**config.mk**
```make
export PLATFORM = sky130hd
export DESIGN_NAME = sync_fifo_flat
export DESIGN_NICKNAME = d
export VERILOG_FILES = /design/src/rtl/sync_fifo_pkg.sv /design/src/rtl/sync_fifo_if.sv /design/src/rtl/sync_fifo_mem.sv /design/src/rtl/sync_fifo.sv /design/src/flat_wrapper.sv
export SDC_FILE = /design/constraint.sdc
export NUM_CORES = 1
export LEC_CHECK = 0
export CAP_MARGIN = 40
export CORE_MARGIN = 5
export CORE_UTILIZATION = 35
export DETAILED_ROUTE_END_ITERATION = 10
export PLACE_DENSITY = 0.5
export RECOVER_POWER = 50
export SYNTH_ARGS = -nofsm -noshare
export SYNTH_HDL_FRONTEND = slang
export SYNTH_SLANG_ARGS = --single-unit
```
**constraint.sdc**
```tcl
create_clock -name clk -period 4.3 [get_ports clk]
set_input_delay 0.86 -clock clk [delete_from_list [all_inputs] [get_ports clk]]
set_output_delay 0.86 -clock clk [all_outputs]
set_load 0.03 [all_outputs]
```
**src/rtl/sync_fifo_pkg.sv**
```systemverilog
// Shared helpers for sync_fifo: width arithmetic and parameter legality checks.
package sync_fifo_pkg;

  function automatic int clog2(input int value);
    int result;
    result = 0;
    for (int v = value - 1; v > 0; v = v >> 1) result++;
    return result;
  endfunction

  // Pointers carry one extra wrap bit beyond the storage index.
  function automatic int ptr_width(input int depth);
    return clog2(depth) + 1;
  endfunction

  function automatic bit is_pow2(input int value);
    return (value >= 2) && ((value & (value - 1)) == 0);
  endfunction

  function automatic bit thresh_legal(input int depth, input int afull, input int aempty);
    return (afull >= 1) && (afull <= depth) && (aempty >= 0) && (aempty <= depth - 1);
  endfunction

endpackage

```
**src/rtl/sync_fifo_if.sv**
```systemverilog
// Producer/consumer handshake bundle for sync_fifo; slave is the FIFO side.
interface sync_fifo_if
  import sync_fifo_pkg::*;
#(
  parameter int DATA_WIDTH = 8,
  parameter int DEPTH      = 16
);
  localparam int CW = ptr_width(DEPTH);

  logic                  io_flush;
  logic                  io_enq_valid;
  logic                  io_enq_ready;
  logic [DATA_WIDTH-1:0] io_enq_data;
  logic                  io_deq_valid;
  logic                  io_deq_ready;
  logic [DATA_WIDTH-1:0] io_deq_data;
  logic [CW-1:0]         io_count;
  logic                  io_almost_full;
  logic                  io_almost_empty;

  modport master (
    output io_flush, io_enq_valid, io_enq_data, io_deq_ready,
    input  io_enq_ready, io_deq_valid, io_deq_data, io_count,
           io_almost_full, io_almost_empty
  );

  modport slave (
    input  io_flush, io_enq_valid, io_enq_data, io_deq_ready,
    output io_enq_ready, io_deq_valid, io_deq_data, io_count,
           io_almost_full, io_almost_empty
  );

endinterface

```
**src/rtl/sync_fifo_mem.sv**
```systemverilog
// FIFO storage: synchronous write port, asynchronous read port.
module sync_fifo_mem
  import sync_fifo_pkg::*;
#(
  parameter int DATA_WIDTH = 8,
  parameter int DEPTH      = 16,
  localparam int AW        = clog2(DEPTH)
) (
  input  logic                  clk,
  input  logic                  wr_en,
  input  logic [AW-1:0]         wr_addr,
  input  logic [DATA_WIDTH-1:0] wr_data,
  input  logic [AW-1:0]         rd_addr,
  output logic [DATA_WIDTH-1:0] rd_data
);

  logic [DATA_WIDTH-1:0] mem [DEPTH];

  // NOTE: storage has no reset; only the pointers define which words are valid.
  always_ff @(posedge clk) begin
    if (wr_en) mem[wr_addr] <= wr_data;
  end

  assign rd_data = mem[rd_addr];

endmodule

```
**src/rtl/sync_fifo.sv**
```systemverilog
// Parametrised single-clock FIFO with valid/ready on both sides, flush and level flags.
// Optional zero-latency pass-through when empty: define SYNC_FIFO_BYPASS_EN.
module sync_fifo
  import sync_fifo_pkg::*;
#(
  parameter int DATA_WIDTH    = 8,
  parameter int DEPTH         = 16,
  parameter int AFULL_THRESH  = DEPTH - 2,
  parameter int AEMPTY_THRESH = 2
) (
  input  logic      clk,
  input  logic      reset,
  sync_fifo_if.slave io
);

  localparam int AW = clog2(DEPTH);
  localparam int PW = ptr_width(DEPTH);
  localparam logic [PW-1:0] AFULL_LVL  = PW'(AFULL_THRESH);
  localparam logic [PW-1:0] AEMPTY_LVL = PW'(AEMPTY_THRESH);

  if (DATA_WIDTH < 1) begin : g_bad_width
    $error("sync_fifo: DATA_WIDTH must be at least 1");
  end
  if (!is_pow2(DEPTH)) begin : g_bad_depth
    $error("sync_fifo: DEPTH must be a power of two, at least 2");
  end
  if (!thresh_legal(DEPTH, AFULL_THRESH, AEMPTY_THRESH)) begin : g_bad_thresh
    $error("sync_fifo: AFULL_THRESH or AEMPTY_THRESH out of range");
  end

  logic [PW-1:0]         wp;
  logic [PW-1:0]         rp;
  logic [PW-1:0]         count;
  logic                  empty;
  logic                  full;
  logic                  enq;
  logic                  deq;
  logic                  clear;
  logic [DATA_WIDTH-1:0] rd_data;

  assign empty = (wp == rp);
  assign full  = (wp[AW-1:0] == rp[AW-1:0]) && (wp[AW] != rp[AW]);
  assign count = wp - rp;
  assign clear = reset | io.io_flush;

  // Ready never looks at the consumer, so a full FIFO refuses data even while draining.
  assign io.io_enq_ready = ~full;
  assign deq             = ~empty & io.io_deq_ready;

`ifdef SYNC_FIFO_BYPASS_EN
  logic bypass;

  // A word that passes straight through an empty FIFO never touches storage.
  assign bypass         = empty & io.io_enq_valid & io.io_deq_ready;
  assign enq            = io.io_enq_valid & ~full & ~bypass;
  assign io.io_deq_valid = empty ? io.io_enq_valid : 1'b1;
  assign io.io_deq_data  = empty ? io.io_enq_data  : rd_data;
`else
  assign enq            = io.io_enq_valid & ~full;
  assign io.io_deq_valid = ~empty;
  assign io.io_deq_data  = rd_data;
`endif

  // NOTE: sequential state uses non-blocking assignments so every flop samples pre-edge values.
  always_ff @(posedge clk) begin
    if (clear) begin
      wp <= '0;
      rp <= '0;
    end else begin
      if (enq) wp <= wp + PW'(1);
      if (deq) rp <= rp + PW'(1);
    end
  end

  sync_fifo_mem #(
    .DATA_WIDTH(DATA_WIDTH),
    .DEPTH     (DEPTH)
  ) u_mem (
    .clk    (clk),
    .wr_en  (enq & ~clear),
    .wr_addr(wp[AW-1:0]),
    .wr_data(io.io_enq_data),
    .rd_addr(rp[AW-1:0]),
    .rd_data(rd_data)
  );

  assign io.io_count        = count;
  assign io.io_almost_full  = (count >= AFULL_LVL);
  assign io.io_almost_empty = (count <= AEMPTY_LVL);

endmodule

```
**src/flat_wrapper.sv**
```systemverilog
// flat-port wrapper written by rule: the top's interface ports become plain ports
module sync_fifo_flat import sync_fifo_pkg::*;
#(
  parameter int DATA_WIDTH    = 8,
  parameter int DEPTH         = 16,
  parameter int AFULL_THRESH  = DEPTH - 2,
  parameter int AEMPTY_THRESH = 2
)
  (clk, reset, io_io_flush, io_io_enq_valid, io_io_enq_data, io_io_deq_ready, io_io_enq_ready, io_io_deq_valid, io_io_deq_data, io_io_count, io_io_almost_full, io_io_almost_empty);
  sync_fifo_if #(.DATA_WIDTH(DATA_WIDTH), .DEPTH(DEPTH)) io_i ();
  input  logic clk;
  input  logic reset;
  input wire logic [$bits(io_i.io_flush)-1:0] io_io_flush;
  input wire logic [$bits(io_i.io_enq_valid)-1:0] io_io_enq_valid;
  input wire logic [$bits(io_i.io_enq_data)-1:0] io_io_enq_data;
  input wire logic [$bits(io_i.io_deq_ready)-1:0] io_io_deq_ready;
  output wire logic [$bits(io_i.io_enq_ready)-1:0] io_io_enq_ready;
  output wire logic [$bits(io_i.io_deq_valid)-1:0] io_io_deq_valid;
  output wire logic [$bits(io_i.io_deq_data)-1:0] io_io_deq_data;
  output wire logic [$bits(io_i.io_count)-1:0] io_io_count;
  output wire logic [$bits(io_i.io_almost_full)-1:0] io_io_almost_full;
  output wire logic [$bits(io_i.io_almost_empty)-1:0] io_io_almost_empty;
  assign io_i.io_flush = io_io_flush;
  assign io_i.io_enq_valid = io_io_enq_valid;
  assign io_i.io_enq_data = io_io_enq_data;
  assign io_i.io_deq_ready = io_io_deq_ready;
  assign io_io_enq_ready = io_i.io_enq_ready;
  assign io_io_deq_valid = io_i.io_deq_valid;
  assign io_io_deq_data = io_i.io_deq_data;
  assign io_io_count = io_i.io_count;
  assign io_io_almost_full = io_i.io_almost_full;
  assign io_io_almost_empty = io_i.io_almost_empty;
  sync_fifo #(.DATA_WIDTH(DATA_WIDTH), .DEPTH(DEPTH), .AFULL_THRESH(AFULL_THRESH), .AEMPTY_THRESH(AEMPTY_THRESH)) u_core (.clk(clk), .reset(reset), .io(io_i));
endmodule
```
; ---- Word-level counts from Yosys, hierarchy flattened
; Memory sizes are Yosys's and may differ from the RTL's. A register that Yosys moved wholly into a read port is not among the register bits.
; Cells that the tools add are included.
[classes]
mux = 4
eq_ne = 3
add_sub_neg = 3
order_cmp = 2
bitwise = 7
n_reduce_logical = 1
[ops]
columns = cell, count
row1 = $add A5 B1 Y5 const B, 2
row2 = $mux W4, 2
row3 = $eq A5 B5 Y1, 1
row4 = $ge A5 B4 Y1 const B, 1
row5 = $le A5 B2 Y1 const B, 1
row6 = $sub A5 B5 Y5, 1
row7 = $eq A4 B4 Y1, 1
row8 = $and A1 B1 Y1, 3
row9 = $not A1 Y1, 3
row10 = $mux W1, 2
row11 = $logic_and A1 B1 Y1, 1
row12 = $ne A1 B1 Y1, 1
row13 = $or A1 B1 Y1, 1
[totals]
ram_bits = 128
register_bits = 10
in_bits = 13
mem_count = 1
[memory_table]
columns = memory, words, word_bits, rd, rd_clocked_by_memory_dff, wr, line
row1 = u_core.u_mem.mem, 16, 8, 1, 1, 1, sync_fifo_mem.sv:17  ; logic [DATA_WIDTH-1:0] mem [DEPTH];

; ---- Longest topological paths before layout
; Gate-level depths: netlist of the first run.
[depth]
depth_word = 7
mapped_depth = 8
mapped_depth_nobuf = 8

; ---- Cells and area by module
; Synthesis of the first run repeated with hierarchy kept, for this count alone.
[unflattened]
hier_cells = 298
hier_area_um2 = 5659.2
[by_module_without_submodules]
columns = mod, n_inst, seq_area_each_um2, area_each_um2, cells_each
row1 = sync_fifo_mem, 1, 3843.7, 4987.3, 221
row2 = sync_fifo, 1, 200.2, 671.9, 77

; ---- Worst setup path after synthesis of the first run
; OpenSTA, ideal clock, no wires.
[synth_timing]
path_kind = register -> output
from = reg u_core.wp[0]
to = out io_io_almost_empty
setup_slack_ns = 0.960
arrival_time_ns = 2.480
t_required_ns = 3.440
path_stages_with_launch = 9
path_cell_list = dfxtp_1 inv_1 ha_1 inv_1 fa_1 a21o_2 a21oi_1 xnor2_1 a211oi_1
[synth_between]
elab_chain_cells = 2
[synth_rtl]
columns = item, line
row1 = "start, declared", sync_fifo.sv:31  ; logic [PW-1:0] wp;
row2 = "start signal, assigned", sync_fifo.sv:70  ; if (enq) wp <= wp + PW'(1);
row3 = $sub A5 B5 Y5, sync_fifo.sv:43  ; assign count = wp - rp;
row4 = via io_io_count[4], flat_wrapper.sv:20  ; output wire logic [$bits(io_i.io_count)-1:0] io_io_count;
row5 = $le A5 B2 Y1, sync_fifo.sv:89  ; assign io.io_almost_empty = (count <= AEMPTY_LVL);
row6 = "end, declared", flat_wrapper.sv:22  ; output wire logic [$bits(io_i.io_almost_empty)-1:0] io_io_almost_empty;
; The timed path passes the listed nets, and every way through them passes these cells.

; ---- Final worst setup path of the first run
[layout_timing]
from = reg u_core.wp[0]
to = out io_io_almost_empty
[layout_between]
elab_chain_cells = 2
[layout_rtl]
columns = item, line
row1 = $sub A5 B5 Y5, sync_fifo.sv:43
row2 = $le A5 B2 Y1, sync_fifo.sv:89
; Every way passes these cells.

==> reports/metrics.yaml, run 1 <==
status: "complete, no violations"
drt_pass1_iterations: 5
hold_violations: 0
synthToLayoutAreaGrowth_pct: 20.6
cp_data_arrival_time_ps: 2950
met1_length_um: 5420
grt.total_usage_pct: 14.1
end_kind: "output port"
drv_cap: 0
synth_cells: 310
clkLatencyLatePin_ps: 420
crit_fanout: 4
holdBufCountCts: 0
num-fill-cells: 1435
place_ws_ps: 916
placed_cell_area_um2: 6360
fp.coreArea_um2: 15900
dp.cells: 563
slew-limit-headroom_pct: 49.6
root_buffer: "clkbuf_16"
antenna_found_initial: 0
fmax_mhz: 262
final_cell_count_no_fill: 595
synth.distinct_cells: 37
highest_layer: "met4"
required_ps: 3440
die_h_um: 138
seq_area_frac_synth_pct: 72.5
clk_pin_slew_ps: 50
ys_warn_count: 0
final.setup.worst_slack_ps: 489
cts_tree: "yes"
p_leak_nw: 2.19
drive_gt1_share_pct: 20.3
regToRegStartpoint: "u_core.wp[2]"
setup_viol: 0
startpoint_type: "register"
totalPowerFinal_mw: 2.91
dpl.hpwl_um: 7540
vias: 2925
die_w_um: 138
tightest_slew_ps: 754
finalSetupTns_ps: 0
hold_start: "u_core.rp[3]"
vdd_ir_drop_max_mv: 0.307
drc: 0
portBuffers: 29
grt_pass1_wl_um: 18900
overflow: 0
postCtsSetupBuffers: 0
fin_util_pct: 43.1
powerDensity_nw_per_um2: 423
grt_max_degree: 33
start_util_pct: 35.7
rr_worst_depth: 6
diodes: 0
htree_num_levels: 4
hold_depth: 2
slew_viol_final: 0
syn-mean-instance-area_um2: 18.4
hp-class: "reg -> reg"
drtAntennaViolNets: 0
cts_buffers: 17
met2_length_um: 6090
ios: 30
critPathLaunch: "u_core.wp[0]"
hold_slack_ps: 540
cts_resized: 0
stdcell_area_um2: 6870
gp_congestion: 0.711
critPathKind: "reg -> out"
wl_met3_um: 549
final_cell_mix: "edfxtp_1 (128), mux4_2 (32), nor2_1 (27), clkdlybuf4s50_1 (20), buf_4 (19)"
syn_nets: 333
final_common_cell: "edfxtp_1"
cts_sinks: 142
wl_per_cell_um: 20.5
wl_um: 12200
syn_area_um2: 5690
rsz0062_at_grt: "false"
period_share_pct: 88.6
ys_ff_latch: 142
drt_iter0_drc: 188
cts.path.max_buffers: 2
rows: 46
dieArea_um2: 18900
clock_skew_ps: 13.7
fin_crit_ps: 3810
reg2reg_slack_ps: 1700
viasPerCell: 4.92
grt_pass1_vias: 3111
nets: 389
==> cell type report <==
class,instances,area [um2],share of cell area (%)
inverters,7,26.3,0.383
clock inverters,9,70.1,1.02
flip-flops and latches,142,4130,60.1
clock buffers,23,448,6.52
multi-input cells,149,1470,21.5
repair buffers,49,453,6.60
well taps,216,270,3.94
==> Yosys cell counts <==
master	instances	area, um2
edfxtp_1	128	3840
mux4_2	32	721
nor2_1	27	101
nand2_1	18	67.6
a22oi_1	16	120
dfxtp_1	14	280
ha_1	9	113
inv_1	7	26.3
xnor2_1	7	61.3
a21oi_1	6	30.0
buf_1	4	15.0
clkbuf_1	3	11.3
nand3_1	3	15.0
nor2b_1	3	18.8
o21ai_0	3	15.0
xor2_1	3	26.3
a211oi_1	2	15.0
and2_1	2	12.5
buf_2	2	10.0
buf_4	2	15.0
nand3b_1	2	15.0
or3_1	2	12.5
a2111oi_2	1	15.0
a21o_1	1	7.51
a21o_2	1	8.76
a41o_1	1	10.0
and3_1	1	6.26
and4_2	1	10.0
clkbuf_2	1	5.00
fa_1	1	20.0
mux2i_1	1	10.0
nand4_1	1	6.26
o211ai_1	1	7.51
o21a_1	1	7.51
o21ai_2	1	8.76
or2_2	1	6.26
xor2_2	1	16.3
==> registers in the layout (all words and copies together) (netlist names), named ones only <==
name and flops:
u_core.wp 5, u_core.rp 5, u_core.u_mem.mem 128
==> power by group <==
part | leakage [nW] | total (mW) | switching (mW) | internal, mW
registers | 1.26 | 1.51 | 0.00206 | 1.51
clock network | 0.245 | 1.29 | 0.511 | 0.783
logic | 0.680 | 0.102 | 0.0620 | 0.0398
total | 2.19 | 2.91 | 0.575 | 2.33
==> per-layer routing <==
| metal | global-route usage [%] | up-vias |
|---|---|---|
| met4 | 5.65 | 0 |
| met2 | 22.6 | 56 |
| met3 | 3.25 | 9 |
| met5 | 0 | - |
| met1 | 18.5 | 1519 |
| li1 | - | 1341 |
==> cells by family (layout without fill, tap and decap cells) <==
| family | Yosys count | in the layout | share of synthesized area [%] |
|---|---|---|---|
| flip-flops | 142 | 142 | 72.5 |
| AO/OA/AOI/OAI | 34 | 34 | 4.31 |
| AND/OR/NAND/NOR | 61 | 61 | 4.77 |
| multiplexers | 33 | 33 | 12.8 |
| XOR/XNOR | 11 | 11 | 1.83 |
| buffers and inverters | 19 | 88 | 1.45 |
| adder cells (fa/ha/maj) | 10 | 10 | 2.33 |
==> critical path, cell delays in order (launching register included) <==
cell	delay, ps
dfxtp_1	330
inv_1	140
ha_1	190
inv_1	60
fa_1	400
a21o_2	220
a21oi_1	160
xnor2_1	120
a211oi_1	190
clkdlybuf4s50_1	720
==> final timing paths <==
path,end
worst max-delay path,io_io_almost_empty
worst min-delay path,u_core.rp[3]
worst max register to register,u_core.u_mem.mem[15][7]
worst min register to register,u_core.rp[3]
No activity file was read; power rests on OpenSTA's default activity.
==> run 2: changes to the inputs <==
--- a/config.mk
+++ b/config.mk
@@ -6,10 +6,13 @@
 export NUM_CORES = 1
 export LEC_CHECK = 0
 export CAP_MARGIN = 40
+export CELL_PAD_IN_SITES_DETAIL_PLACEMENT = 1
+export CELL_PAD_IN_SITES_GLOBAL_PLACEMENT = 1
 export CORE_MARGIN = 5
 export CORE_UTILIZATION = 35
+export CTS_CLUSTER_SIZE = 30
 export DETAILED_ROUTE_END_ITERATION = 10
-export PLACE_DENSITY = 0.5
+export PLACE_DENSITY = 0.56
 export RECOVER_POWER = 50
 export SYNTH_ARGS = -nofsm -noshare
 export SYNTH_HDL_FRONTEND = slang
==> run 2 against run 1 <==
Sequential share of layout area decreased by 0.67 points; largest power group unchanged; global-route usage increased by 0.58 points; largest cell class unchanged; final area increased by 1.1%; worst hold slack improved by 12 ps; non-clock buffer count decreased by 1; sequential power about the same; count of clock-buffer cells in the layout decreased by 3; power increased by 6.9%.
==> reports/metrics.yaml, run 2 (synthesis gave the netlist of run 1 again) <==
status: "complete, no violations"
clockPowerShare_pct: 48.1  # +3.6 points
grt_pass1_wl_um: 19800  # +5.0%
grt_pass1_vias: 3358  # +7.9%
diodes: 0  # unchanged
vdd_ir_drop_max_mv: 0.262  # -15%
die_w_um: 138  # unchanged
nets: 388  # -0.26%
largest_reg_flops: 128  # unchanged
synthToLayoutAreaGrowth_pct: 22.0
setup_viol: 0  # unchanged
hold_depth: 2  # unchanged
seqCellArea_um2: 4130  # unchanged
stdcell_area_um2: 6940  # +1.1%
drv_cap: 0  # unchanged
critPathKind: "reg -> out"
drc: 0  # unchanged
start_util_pct: 35.7  # unchanged
hp-class: "reg -> reg"
required_ps: 3440  # about the same
overflow: 0  # unchanged
hold_violations: 0  # unchanged
cts_sinks: 142  # unchanged
fmax_mhz: 260  # -1.1%
cts_tree: "yes"
drtAntennaViolNets: 0  # unchanged
num-fill-cells: 1565  # +9.1%
cts_buffers: 17  # unchanged
tightest_slew_ps: 928  # +175 ps
cts.path.max_buffers: 2  # unchanged
dieArea_um2: 18900  # unchanged
reg_top3: "u_core.u_mem.mem (128), u_core.rp (5), u_core.wp (5)"
intPower_mw: 2.51  # +7.8%
fin_crit_ps: 3850  # +42.4 ps
clk_pin_slew_ps: 60  # about the same
crit_fanout: 4  # unchanged
root_buffer: "clkbuf_16"
portBuffers: 29  # unchanged
power.net_switching_uw: 594  # +3.4%
reg2reg_slack_ps: 1920  # +220 ps
drt_iter0_drc: 219  # +16%
ios: 30  # unchanged
period_share_pct: 89.6  # +0.99 points
end_kind: "output port"
viasPerCell: 4.95  # +0.71%
final_cell_mix: "edfxtp_1 (128), mux4_2 (32), nor2_1 (27), clkdlybuf4s50_1 (20)"
startpoint_type: "register"
clkLatencyLatePin_ps: 410  # about the same
cp_data_arrival_time_ps: 2990  # +40 ps
vias: 2936  # +0.38%
rows: 46  # unchanged
final_common_cell: "edfxtp_1"
min_to: "u_core.rp[3]"
p_seq_share_pct: 48.6  # -3.4 points
cts_resized: 0  # unchanged
wl_um: 12400  # +2.1%
regToRegStartpoint: "u_core.wp[2]"
rr_worst_depth: 6  # unchanged
drive_gt1_share_pct: 21.0  # +0.64 points
holdBufCountCts: 0  # unchanged
r2r_end: "u_core.u_mem.mem[9][4]"
postCtsSetupBuffers: 0  # unchanged
grt_max_degree: 33  # unchanged
rsz0062_at_grt: "false"
finalSetupTns_ps: 0  # unchanged
slew-limit-headroom_pct: 38.0  # -12 points
powerDensity_nw_per_um2: 448  # +5.7%
totalPowerFinal_mw: 3.11  # +6.9%
p_leak_nw: 2.23  # +1.9%
htree_num_levels: 4  # unchanged
drt_pass1_iterations: 4  # -1
fp.coreArea_um2: 15900  # unchanged
slew_viol_final: 0  # unchanged
clock_skew_ps: 6.83  # -6.89 ps
dpl.hpwl_um: 7960  # +5.6%
placed_cell_area_um2: 6350  # -0.12%
antenna_found_initial: 0  # unchanged
pwr-share-comb_pct: 3.2  # -0.3 points
regMostFlops: "u_core.u_mem.mem"
wl_per_cell_um: 21.0  # +2.4%
multi_input_area_um2: 1470  # unchanged
die_h_um: 138  # unchanged
switching_share_pct: 19.1  # -0.66 points
gp_congestion: 0.735  # +3.4%
hold_start: "u_core.rp[3]"
grt.total_usage_pct: 14.7  # +0.58 points
==> run 2: cell types whose count changed in the layout (fill, tap and decap cells not counted), sizes merged <==
cell,delta
bufinv,+3
clkbuf,-3
clkinvlp,-2
buf,-1
inv,+1
==> run 2: worst max-delay path, stage by stage (launching register included) <==
cell             delay [ps]
dfxtp_1                 330
inv_1                   150
ha_1                    200
inv_1                    50
fa_1                    390
a21o_2                  220
a21oi_1                 170
xnor2_1                 120
a211oi_1                230
clkdlybuf4s50_1         720
==> run 2: metal layers <==
layer  part of all wire, %  vias to the layer above  routed length [um]  global-route usage (%)
li1                      -                     1342                   -                       -
met5                     0                        -                   0                       0
met3                   4.3                        8                 530                    4.97
met1                    44                     1521                5420                    18.8
met4                  0.82                        0                 102                    3.66
met2                    51                       65                6380                    24.0
==> run 2: metrics by stage <==
step	hold WS [ps]	setup WS [ps]	instances	utilization (%)
finish	552	447	593	43.5
global route	588	235	593	43.5
CTS	552	384	593	43.6
detailed placement	527	869	562	39.8
global placement	506	941	562	39.8
floorplan	466	960	310	-
==> run 2: worst max-delay path by stage <==
stage	startpoint	end	cells after the start
4_1_cts	u_core.wp[0]	io_io_almost_empty	9
5_1_grt	u_core.wp[0]	io_io_almost_empty	9
2_1_floorplan	u_core.wp[0]	io_io_almost_empty	8
3_3_place_gp	u_core.wp[0]	io_io_almost_empty	9
3_5_place_dp	u_core.wp[0]	io_io_almost_empty	9
6_report	u_core.wp[0]	io_io_almost_empty	9
==> run 2: layout make-up <==
| class | count | share of cell area (%) |
|---|---|---|
| timing repair buffer | 48 | 6.42 |
| inverter | 7 | 0.378 |
| sequential | 142 | 59.4 |
| tap | 216 | 3.89 |
| clock buffer | 20 | 6.29 |
| multi-input combinational | 149 | 21.2 |
| clock inverter | 11 | 2.40 |
==> run 2: power groups by stage <==
| stage | combinational (mW) | sequential [mW] | clock [mW] |
|---|---|---|---|
| after floorplan | 0.0526 | 1.54 | 0 |
| after global placement | 0.104 | 1.54 | 0 |
| after detailed placement | 0.107 | 1.54 | 0 |
| after CTS | 0.107 | 1.51 | 1.53 |
| after global routing | 0.110 | 1.51 | 1.61 |
| final | 0.101 | 1.51 | 1.50 |
==> run 3: changes to the inputs <==
--- a/config.mk
+++ b/config.mk
@@ -8,11 +8,12 @@
 export CAP_MARGIN = 40
 export CELL_PAD_IN_SITES_DETAIL_PLACEMENT = 1
 export CELL_PAD_IN_SITES_GLOBAL_PLACEMENT = 1
+export CORE_ASPECT_RATIO = 2
 export CORE_MARGIN = 5
-export CORE_UTILIZATION = 35
+export CORE_UTILIZATION = 30
 export CTS_CLUSTER_SIZE = 30
 export DETAILED_ROUTE_END_ITERATION = 10
-export PLACE_DENSITY = 0.56
+export PLACE_DENSITY = 0.5
 export RECOVER_POWER = 50
 export SYNTH_ARGS = -nofsm -noshare
 export SYNTH_HDL_FRONTEND = slang
==> run 3 against run 2 <==
Sequential cell count is the same; critical endpoint unchanged; count of clock-buffer cells in the layout grew 6; sequential share of layout area decreased by 0.34 points; largest cell class unchanged; clock power fell by 5%; die area increased by 16%; wire length increased by 5.0%; final area up 0.58%; combinational power is essentially flat; non-clock buffer count is the same; via count fell by 1.1%; global-route usage shrank 1.8 points; clock skew is essentially flat.
==> reports/metrics.yaml, run 3 (synthesis gave the netlist of run 1 again) <==
reg_top3: "u_core.u_mem.mem (128), u_core.rp (5), u_core.wp (5)"
placed_cell_area_um2: 6400  # +0.77%
nets: 388  # unchanged
start_util_pct: 30.4  # -5.3 points
reg2reg_slack_ps: 1620  # -300 ps
drtAntennaViolNets: 0  # unchanged
hold_violations: 0  # unchanged
grt_pass1_vias: 3325  # -0.98%
cts_sinks: 142  # unchanged
critPathKind: "reg -> out"
clk_pin_slew_ps: 60  # about the same
cts_buffers: 17  # unchanged
hold_slack_ps: 513  # -39.0 ps
num-fill-cells: 1850  # +18%
drv_cap: 0  # unchanged
synthToLayoutAreaGrowth_pct: 22.7
diodes: 0  # unchanged
grt.total_usage_pct: 12.8  # -1.8 points
multi_input_area_um2: 1470  # unchanged
vias: 2903  # -1.1%
crit_fanout: 4  # unchanged
grt_max_degree: 33  # unchanged
use_met3_pct: 2.74  # -2.2 points
drt_iter0_drc: 192  # -12%
holdBufCountCts: 0  # unchanged
powerDensity_nw_per_um2: 435  # -2.8%
cts.path.max_buffers: 2  # unchanged
grt_pass1_wl_um: 20100  # +1.3%
p_leak_nw: 2.24  # +0.21%
hp-class: "reg -> reg"
die_h_um: 205  # +49%
regMostFlops: "u_core.u_mem.mem"
clock_skew_ps: 6.80  # -0.0307 ps
final_cell_mix: "edfxtp_1 (128), mux4_2 (32), nor2_1 (27), clkbuf_16 (20), clkdlybuf4s50_1 (20)"
dieArea_um2: 22000  # +16%
final_common_cell: "edfxtp_1"
setup_viol: 0  # unchanged
wl_um: 13000  # +5.0%
gp_congestion: 0.718  # -2.4%
overflow: 0  # unchanged
root_buffer: "clkbuf_16"
portBuffers: 29  # unchanged
met1_usage_pct: 12.6  # -6.2 points
rows: 71  # +54%
drive_gt1_share_pct: 22.0  # +1.0 points
startpoint_type: "register"
dpl.hpwl_um: 9500  # +19%
postCtsSetupBuffers: 0  # unchanged
finalSetupTns_ps: 0  # unchanged
grt.busiest_layer: "met2"
cp_data_arrival_time_ps: 2940  # -50 ps
clkLatencyLatePin_ps: 410  # about the same
fp.coreArea_um2: 18700  # +18%
tightest_slew_ps: 840  # -88.4 ps
vdd_ir_drop_max_mv: 0.215  # -18%
period_share_pct: 88.4  # -1.2 points
place_ws_ps: 887  # +18.8 ps
htree_num_levels: 4  # unchanged
fin_crit_ps: 3800  # -52.2 ps
end_kind: "output port"
ios: 30  # unchanged
seqCellArea_um2: 4130  # unchanged
final.setup.worst_slack_ps: 499  # +52.2 ps
largest_reg_flops: 128  # unchanged
viasPerCell: 4.59  # -7.4%
slew-limit-headroom_pct: 44.0  # +6.0 points
cts_resized: 0  # unchanged
rsz0062_at_grt: "false"
antenna_found_initial: 0  # unchanged
drc: 0  # unchanged
slew_viol_final: 0  # unchanged
cts_tree: "yes"
fmax_mhz: 263  # +1.4%
drt_pass1_iterations: 6  # +2
status: "complete, no violations"
met2_usage_pct: 25.3  # +1.3 points
stdcell_area_um2: 6980  # +0.58%
wl_per_cell_um: 20.6  # -1.7%
required_ps: 3440  # about the same
die_w_um: 107  # -22%
run 3: cell types whose count changed in the layout (fill, tap and decap cells not counted):
cell / change
bufinv_16: -4
clkbuf_16: +3
clkbuf_8: +3
clkinv_1: -3
inv_4: +3
clkinv_2: +1
clkinv_4: -1
inv_6: -1
run 3: worst max-delay path, stage by stage, from the launching register on:
cell and delay (ps):
dfxtp_1 340, inv_1 150, ha_1 180, inv_1 50, fa_1 390, a21o_2 220, a21oi_1 160, xnor2_1 110
a211oi_1 200, clkdlybuf4s50_1 720
run 3: area by class of cell:
class / count / area share [%]
Clock buffer: 26 / 7.92
Inverter: 7 / 0.376
Multi-Input combinational cell: 149 / 21.1
Sequential cell: 142 / 59.1
Clock inverter: 6 / 0.591
Timing Repair Buffer: 48 / 6.38
Tap cell: 255 / 4.57
run 3: final timing paths:
check               start                      to  cells past startpoint
max          u_core.wp[0]      io_io_almost_empty                      9
min          u_core.rp[3]            u_core.rp[3]                      2
max reg2reg  u_core.wp[0]  u_core.u_mem.mem[6][6]                      7
min reg2reg  u_core.rp[3]            u_core.rp[3]                      2
run 3: stage by stage:
stage               std cells  utilization [%]  total power, mW
detailed placement        601             34.1             1.65
floorplan                 310                -             1.59
global route              633             37.3             3.15
CTS                       633             37.3             3.08
global placement          601             34.1             1.64
finish                    633             37.3             3.04
run 3: layer usage:
| metal | wire length (um) | vias up |
|---|---|---|
| met2 | 7850 | 47 |
| met5 | 0 | - |
| met3 | 272 | 10 |
| met4 | 226 | 0 |
| li1 | - | 1336 |
| met1 | 4700 | 1510 |
run 3: report_power, final:
part	total (mW)	switching [mW]	internal, mW	leakage, nW
clock network	1.43	0.537	0.890	0.297
logic	0.101	0.0610	0.0399	0.674
registers	1.51	0.00359	1.51	1.26
